### config.mk
export PLATFORM = sky130hd
export DESIGN_NAME = keypad_token_scanner
export DESIGN_NICKNAME = d
export VERILOG_FILES = /design/src/rtl/calc_pkg.sv /design/src/rtl/sync_2ff.sv /design/src/rtl/keypad_token_scanner.sv
export SDC_FILE = /design/constraint.sdc
export NUM_CORES = 1
export LEC_CHECK = 0
export ABC_CLOCK_PERIOD_IN_PS = 3350
export CAP_MARGIN = 20
export CORE_ASPECT_RATIO = 1.5
export CORE_MARGIN = 2
export CORE_UTILIZATION = 40
export DETAILED_ROUTE_END_ITERATION = 10
export PLACE_DENSITY = 0.67
export SYNTH_ARGS = -nofsm -noshare
export SYNTH_HDL_FRONTEND = slang
export SYNTH_SLANG_ARGS = --single-unit
### constraint.sdc
create_clock -name clk -period 3.35 [get_ports clk]
set_input_delay 0.67 -clock clk [delete_from_list [all_inputs] [get_ports clk]]
set_output_delay 0.67 -clock clk [all_outputs]
set_load 0.005 [all_outputs]
### src/rtl/calc_pkg.sv
// Shared calculator definitions: token codes, 4x4 keypad legend and scanner FSM states.
// Latency: none; constants, types and one pure lookup function.
// Backpressure: not applicable.
package calc_pkg;

  localparam logic [3:0] TOK_ADD = 4'hA;
  localparam logic [3:0] TOK_SUB = 4'hB;
  localparam logic [3:0] TOK_MUL = 4'hC;
  localparam logic [3:0] TOK_DIV = 4'hD;
  localparam logic [3:0] TOK_EQ  = 4'hE;
  localparam logic [3:0] TOK_CLR = 4'hF;

  // Nibble {row,col} holds the token for that key.
  // Row 0: 1 2 3 A, row 1: 4 5 6 B, row 2: 7 8 9 C, row 3: F 0 E D.
  localparam logic [63:0] KEY_MAP = 64'hDE0F_C987_B654_A321;

  typedef enum logic [1:0] {SCAN, DEBOUNCE, EMIT, HOLD} scan_state_t;

  function automatic logic [3:0] key_code(input logic [1:0] row, input logic [1:0] col);
    return KEY_MAP[{row, col, 2'b00} +: 4];
  endfunction

endpackage

### src/rtl/sync_2ff.sv
// Two-flop synchroniser for a bus of independent asynchronous level inputs.
// Latency: 2 clk cycles from input change to dout.
// Backpressure: none; continuously samples.
module sync_2ff #(
  parameter int              W       = 4,
  parameter logic [W-1:0]    RST_VAL = '1
) (
  input  logic         clk,
  input  logic         reset,
  input  logic [W-1:0] din,
  output logic [W-1:0] dout
);

  logic [W-1:0] meta;

  // First flop may go metastable; second flop gives it a cycle to resolve.
  always_ff @(posedge clk) begin
    if (reset) begin
      meta <= RST_VAL;
      dout <= RST_VAL;
    end else begin
      meta <= din;
      dout <= meta;
    end
  end

endmodule

### src/rtl/keypad_token_scanner.sv
// 4x4 keypad scanner: column scan, press/release debounce, one token+strobe per press.
// Latency: 2 (sync) + DEBOUNCE_CYCLES + 1 cycles after a press on the active column.
// Backpressure: none; strobe is a single-cycle pulse the consumer must take.
// Optional auto-repeat while held is compiled in with KEYPAD_AUTOREPEAT_EN.
module keypad_token_scanner
  import calc_pkg::*;
#(
  parameter int SCAN_DIV        = 16,
  parameter int DEBOUNCE_CYCLES = 1000,
  parameter int CNT_W           = 16
`ifdef KEYPAD_AUTOREPEAT_EN
  ,
  parameter int REPEAT_DELAY    = 500000,
  parameter int REPEAT_PERIOD   = 100000
`endif
) (
  input  logic       clk,
  input  logic       reset,
  input  logic [3:0] rows_n,
  output logic [3:0] cols_n,
  output logic [3:0] token,
  output logic       strobe,
  output logic       key_down
);

  localparam logic [CNT_W-1:0] SCAN_LAST = CNT_W'(SCAN_DIV - 1);
  localparam logic [CNT_W-1:0] DB_LAST   = CNT_W'(DEBOUNCE_CYCLES - 1);

  logic [3:0]       rs;
  scan_state_t      state, state_nxt;
  logic [CNT_W-1:0] cnt, cnt_nxt;
  logic [1:0]       col_idx, col_idx_nxt;
  logic [1:0]       row_idx, row_idx_nxt;
  logic [3:0]       token_nxt;
  logic             strobe_nxt, key_down_nxt;
  logic             hit_vld;
  logic [1:0]       hit_row;
  logic [3:0]       row_pat;
`ifdef KEYPAD_AUTOREPEAT_EN
  logic [31:0]      rep_cnt, rep_cnt_nxt;
  logic             rep_first, rep_first_nxt;
  logic [31:0]      rep_last;
`endif

  sync_2ff #(.W(4), .RST_VAL(4'b1111)) u_rows_sync (
    .clk   (clk),
    .reset (reset),
    .din   (rows_n),
    .dout  (rs)
  );

  assign cols_n  = ~(4'b0001 << col_idx);
  assign row_pat = ~(4'b0001 << row_idx);

  // Decode a single low row; zero or several low rows (ghosting) is no hit.
  always_comb begin
    hit_vld = 1'b1;
    hit_row = 2'd0;
    case (rs)
      4'b1110: hit_row = 2'd0;
      4'b1101: hit_row = 2'd1;
      4'b1011: hit_row = 2'd2;
      4'b0111: hit_row = 2'd3;
      default: hit_vld = 1'b0;
    endcase
  end

  // Next-state and output decisions; counters only increment below their limit.
  always_comb begin
    state_nxt    = state;
    cnt_nxt      = cnt;
    col_idx_nxt  = col_idx;
    row_idx_nxt  = row_idx;
    token_nxt    = token;
    strobe_nxt   = 1'b0;
    key_down_nxt = key_down;
`ifdef KEYPAD_AUTOREPEAT_EN
    rep_cnt_nxt   = rep_cnt;
    rep_first_nxt = rep_first;
    rep_last      = rep_first ? 32'(REPEAT_DELAY - 1) : 32'(REPEAT_PERIOD - 1);
`endif
    case (state)
      SCAN: begin
        if (cnt == SCAN_LAST) begin
          cnt_nxt = '0;
          if (hit_vld) begin
            row_idx_nxt = hit_row;
            state_nxt   = DEBOUNCE;
          end else begin
            col_idx_nxt = col_idx + 2'd1;
          end
        end else begin
          cnt_nxt = cnt + 1'b1;
        end
      end
      DEBOUNCE: begin
        if (rs == row_pat) begin
          if (cnt == DB_LAST) begin
            // Outputs are registered on entry so token is valid while strobe is high.
            state_nxt    = EMIT;
            cnt_nxt      = '0;
            token_nxt    = key_code(row_idx, col_idx);
            strobe_nxt   = 1'b1;
            key_down_nxt = 1'b1;
          end else begin
            cnt_nxt = cnt + 1'b1;
          end
        end else begin
          state_nxt = SCAN;
          cnt_nxt   = '0;
        end
      end
      EMIT: begin
        state_nxt = HOLD;
        cnt_nxt   = '0;
`ifdef KEYPAD_AUTOREPEAT_EN
        rep_cnt_nxt   = 32'd1;
        rep_first_nxt = 1'b1;
`endif
      end
      default: begin
        if (rs == 4'b1111) begin
          if (cnt == DB_LAST) begin
            state_nxt    = SCAN;
            cnt_nxt      = '0;
            key_down_nxt = 1'b0;
            col_idx_nxt  = col_idx + 2'd1;
          end else begin
            cnt_nxt = cnt + 1'b1;
          end
        end else begin
          cnt_nxt = '0;
        end
`ifdef KEYPAD_AUTOREPEAT_EN
        // Repeat timer ignores release glitches; it only stops when release is accepted.
        if (state_nxt == HOLD) begin
          if (rs != 4'b1111 && rep_cnt >= rep_last && token != TOK_EQ && token != TOK_CLR) begin
            strobe_nxt    = 1'b1;
            rep_cnt_nxt   = 32'd0;
            rep_first_nxt = 1'b0;
          end else if (rep_cnt != '1) begin
            rep_cnt_nxt = rep_cnt + 32'd1;
          end
        end
`endif
      end
    endcase
  end

  // State and output registers with synchronous reset.
  always_ff @(posedge clk) begin
    if (reset) begin
      state    <= SCAN;
      cnt      <= '0;
      col_idx  <= 2'd0;
      row_idx  <= 2'd0;
      token    <= 4'h0;
      strobe   <= 1'b0;
      key_down <= 1'b0;
`ifdef KEYPAD_AUTOREPEAT_EN
      rep_cnt   <= 32'd0;
      rep_first <= 1'b1;
`endif
    end else begin
      state    <= state_nxt;
      cnt      <= cnt_nxt;
      col_idx  <= col_idx_nxt;
      row_idx  <= row_idx_nxt;
      token    <= token_nxt;
      strobe   <= strobe_nxt;
      key_down <= key_down_nxt;
`ifdef KEYPAD_AUTOREPEAT_EN
      rep_cnt   <= rep_cnt_nxt;
      rep_first <= rep_first_nxt;
`endif
    end
  end

endmodule

* Word level (Yosys, flattened, before mapping) *
Cells that the tools add are included.

word-level totals
  output and inout port bits = 10
  word-level logic and storage cells = 75
  register bits = 36
  input bits = 6

cells by class
  bitwise logic cells = 6
  reduce and logical (&&, ||, !) cells = 15
  $add $sub $neg = 2
  shift operators = 3
  muxes and demuxes = 25
  equality and inequality tests = 15

operator list
  cell                       number
  $mux W16                   4
  $shiftx A64 B7 Y4 const A  1
  $pmux W16 S3               1
  $mux W2                    10
  $add A16 B1 Y16 const B    1
  $eq A16 B10 Y1 const B     1
  $eq A16 B4 Y1 const B      1
  $eq A4 B4 Y1 const B       4
  $pmux W2 S3                2
  $reduce_and A5 Y1          2
  $ne A2 B2 Y1 const B       4
  $not A4 Y4                 2
  $reduce_bool A4 Y1         2
  $shl A1 B2 Y4 const A      2
  $mux W1                    6
  $reduce_and A3 Y1          2
  $reduce_bool A2 Y1         3
  $eq A4 B3 Y1 const B       1
  $eq A4 B4 Y1               1
  $not A1 Y1                 4
  $pmux W2 S2                1
  $reduce_and A4 Y1          1
  $reduce_or A2 Y1           2
  $reduce_or A4 Y1           1
  other kinds (7)            7

* Longest topological paths before layout *
  depth after elaboration = 6
  gate-level depth with buffers = 8
  depth with buffers taken out = 7

* Hierarchy *
Synthesis repeated with hierarchy kept, for this count alone.

second synthesis, totals
  cell total of the unflattened synthesis = 219
  area total of the unflattened synthesis = 1865.5 µm²

by module, submodules not included
  module                cells each  times used  seq. area each (µm²)  area an instance (µm²)
  keypad_token_scanner  203         1           560.5                 1655.3
  sync_2ff              16          1           160.2                 210.2

* Worst setup path before layout *
OpenSTA, ideal clock, no wires.

  path kind = reg2reg
  start point = register row_idx[1]
  end point = register state[1]
  setup time = 0.121 ns
  arrival = 1.818 ns
  cell stages (with the launch flop) = 7
  path slack = 1.411 ns
  path through = dfxtp_1 > buf_2 > or3b_4 > a311oi_4 > o211a_1 > nand3b_1 > mux2_2

between the ends
  cells in the longest elaborated chain, start to end = 5
  elaborated cells between the ends (all ways) = 7

ends and longest elaborated chain
  element                                                            RTL line                     source
  start, declared                                                    keypad_token_scanner.sv:33   logic [1:0] row_idx, row_idx_nxt;
  start signal, assigned                                             keypad_token_scanner.sv:168  row_idx <= row_idx_nxt;
  $shl A1 B2 Y4 (*)                                                  keypad_token_scanner.sv:53   assign row_pat = ~(4'b0001 << row_idx);
  $not A4 Y4 (*)                                                     keypad_token_scanner.sv:53
  $eq A4 B4 Y1 (*)                                                   keypad_token_scanner.sv:97   if (rs == row_pat) begin
  $ne A3 B3 Y1 (no line) / $mux W2 (equally long branches)           --
  $reduce_and A5 Y1 (no line) / $pmux W2 S3 (equally long branches)  --
  end signal, assigned                                               keypad_token_scanner.sv:165  state <= state_nxt;
  end, declared                                                      keypad_token_scanner.sv:30   scan_state_t state, state_nxt;

Mark *: on every way between the ends. The rest lies on a longest branch, timed or not.
A chain may end at the register's enable or synchronous reset.

* Worst setup path after layout *
  start point = register col_idx[0]
  end point = output cols_n[0]

between the ends
  cells in the longest elaborated chain, start to end = 2

ends and longest elaborated chain
  element                 RTL line                     source
  start, declared         keypad_token_scanner.sv:32   logic [1:0] col_idx, col_idx_nxt;
  start signal, assigned  keypad_token_scanner.sv:167  col_idx <= col_idx_nxt;
  $shl A1 B2 Y4           keypad_token_scanner.sv:52   assign cols_n = ~(4'b0001 << col_idx);
  $not A4 Y4              keypad_token_scanner.sv:52
  end, declared           keypad_token_scanner.sv:20   output logic [3:0] cols_n,

Every way passes these cells.

==> metrics <==
status finished clean; PnR Total Power 0.909 mW; Primary FF master, synth dfxtp_1; register-to-register setup slack 1070 ps; Slew Limit Headroom 40.2%; Root Driver clkbuf_8; NumNets Final 244; hold path cells 1; Post-Synth Adder-Cell Area 7.08%; Gate power share 16.1%; Synth cell types 46; Routed wire per std cell 11.3 um; Hold WC Path Type reg -> reg; largest net degree at the start of global routing 22; max-cap viol count 0; total number of vias 1463; vias in the first global route 1426; largest family of logic cells by synthesized area simple AND/OR/NAND/NOR gates; via-per-instance ratio 4.98; area grow syn2layout 14.6%; row count 31; global placer's final weighted congestion 0.823; Slew @ Worst Pin 895 ps; GR Layer Usage met2 26.4%; Hold-fix buffers, CTS 0; period utilisation layout 68.7%; DR iter-0 viols 27; syn avg cell area 9.17 um2; CP required 2680 ps; number of setup violations in the final report 0; LEAKAGE 0.854 nW; latest clock arrival within the worst-skew pair 280 ps; top cells by count, synth dfxtp_1, nor2_1, nand2_1, inv_1, ha_1; CP endpoint kind output pin; crit-path max FO 6; Net Count, Synth 229; Fmax achieved 435 MHz; clock sinks 36; htree depth 2; final instance area 2230 um2; most common cell in the netlist dfxtp_1; M1 GR Usage 14.4%; xor and xnor area share after synthesis 7.21%; grt met3 use 3.47%; Yosys top cell area share 37.1%; CTS tree yes; register bit total from synthesis 36; Clk pwr share 33.1%; switching part of the total 27.5%; grt peak-use layer met2; mapped cell area 1940 um2; clk slew on worst S/H paths 80 ps; cts bufs inserted 5; fin. max-slew vios 0; placed cell areas 2140 um2; area leader, netlist dfxtp_1; first-pass GRT wire length 5.86 mm; initial core utilization 40.7%; buffers inserted by post-CTS timing repair 0; Post-synth EDFFs 0; Die H 89.4 um; post-route setup slack 1050 ps; Reg2Reg Depth 5; first drt pass iteration count 4; # DRC 0; Final Hold Viols 0; Longest Clk Path Bufs 2; total congestion overflow 0; Sequential Power Share 50.8%; Int Power 0.659 mW; setup TNS after final layout 0 ps; pre-CTS setup slack 1100 ps; mux cell area share after synthesis 5.47%; share of cells above drive strength 1 16.7%; CP Launch Type flop; Synth async-reset ratio 0%; die span in x 60.9 um; Die ar. 5440 um2; HPWL after detailed placement 2.56 mm; Syn. warnings 0; CP Class reg -> out; reg-to-reg endpoint cnt[15]; hold_ws 407 ps; # IOs 16; sequential share of the synthesized area 37.1%; Final Critical Period 2300 ps; initial antenna violation count 0; sw power 0.250 mW; HP Start u_rows_sync.meta[0]; CP arrival 1630 ps; Routed Antenna Nets 0; post-synthesis cell count 212; Core ar. 4770 um2; Synth Area in Compound Gates 11.5%; Ant. Diodes 0; gr usage total 14.1%; R2R Path Start row_idx[1]; IO Port Bufs 15; top post-synthesis cells by area dfxtp_1, ha_1, nor2_1; post-cts sizing count 0; simple-gate share of the synthesized area 27.0%; WHS Endpoint u_rows_sync.dout[0]; final wirelength 3.33 mm; RSZ-0062 raised after global routing false; Peak VDD IR 301 uV; pwr dens 408 nW/um2; Setup Skew 6.17 ps
==> sequential cells by signal, summed over array words and instances (netlist names) <==
| register | cells |
|---|---|
| col_idx | 2 |
| row_idx | 2 |
| cnt | 16 |
| state | 2 |
| u_rows_sync.dout | 4 |
| u_rows_sync.meta | 4 |
| strobe | 1 |
| token | 4 |
| key_down | 1 |
==> power groups by stage <==
stage	sequential [mW]	combinational [mW]	clock, mW
floorplan	0.467	0.118	0
global placement	0.472	0.147	0
detailed placement	0.472	0.150	0
CTS	0.462	0.150	0.311
global route	0.465	0.166	0.328
finish	0.462	0.147	0.301
==> worst max-delay path: stages, from the launching register on <==
cell             delay [ps]
dfxtp_1                 430
inv_1                   130
ha_1                    240
inv_1                    60
clkdlybuf4s50_1         490
==> layer usage <==
metal	vias up	wire length, um
li1	756	-
met1	680	1400
met2	18	1780
met3	9	73
met4	0	74
met5	-	0
==> final cells by class <==
type | count | area (um2)
Inverter | 12 | 45.0
Clock buffer | 5 | 68.8
Tap cell | 66 | 82.6
Sequential cell | 36 | 721
Clock inverter | 3 | 18.8
Fill cell | 469 | 2540
Multi-Input combinational cell | 156 | 1130
Timing Repair Buffer | 16 | 158
==> cell usage in the layout, fill, tap and decap left out, types with 5 or more instances in the layout <==
master,synthesis,layout
clkbuf_8,0,5
clkdlybuf4s50_1,0,15
dfxtp_1,36,36
ha_1,11,11
inv_1,12,12
mux2i_1,8,8
nand2_1,15,15
nand3_1,7,7
nor2_1,25,25
nor2_2,10,10
nor3_1,6,6
o21ai_0,7,7
or2_2,8,8
xnor2_1,8,8
xor2_1,8,8
==> worst max-delay path by stage <==
stage | from | slack, ps | end
2_1_floorplan | row_idx[1] | 1410 | state[1]
3_3_place_gp | row_idx[1] | 1140 | cnt[13]
3_5_place_dp | row_idx[1] | 1100 | cnt[13]
4_1_cts | col_idx[0] | 1030 | cols_n[0]
5_1_grt | col_idx[0] | 910 | cols_n[2]
6_report | col_idx[0] | 1050 | cols_n[0]
==> metrics by stage <==
step | instances | util, %
2_1_floorplan | 212 | -
3_3_place_gp | 286 | 44.8
3_5_place_dp | 286 | 44.8
4_1_cts | 294 | 46.7
5_1_grt | 294 | 46.7
6_report | 294 | 46.7
==> cells by family after synthesis <==
group,Yosys count
adder cells (fa/ha/maj),11
AO/OA/AOI/OAI,26
buffers and inverters,20
flip-flops,36
AND/OR/NAND/NOR,93
multiplexers,10
XOR/XNOR,16
Note: power is estimated with default switching activity, not from simulation.
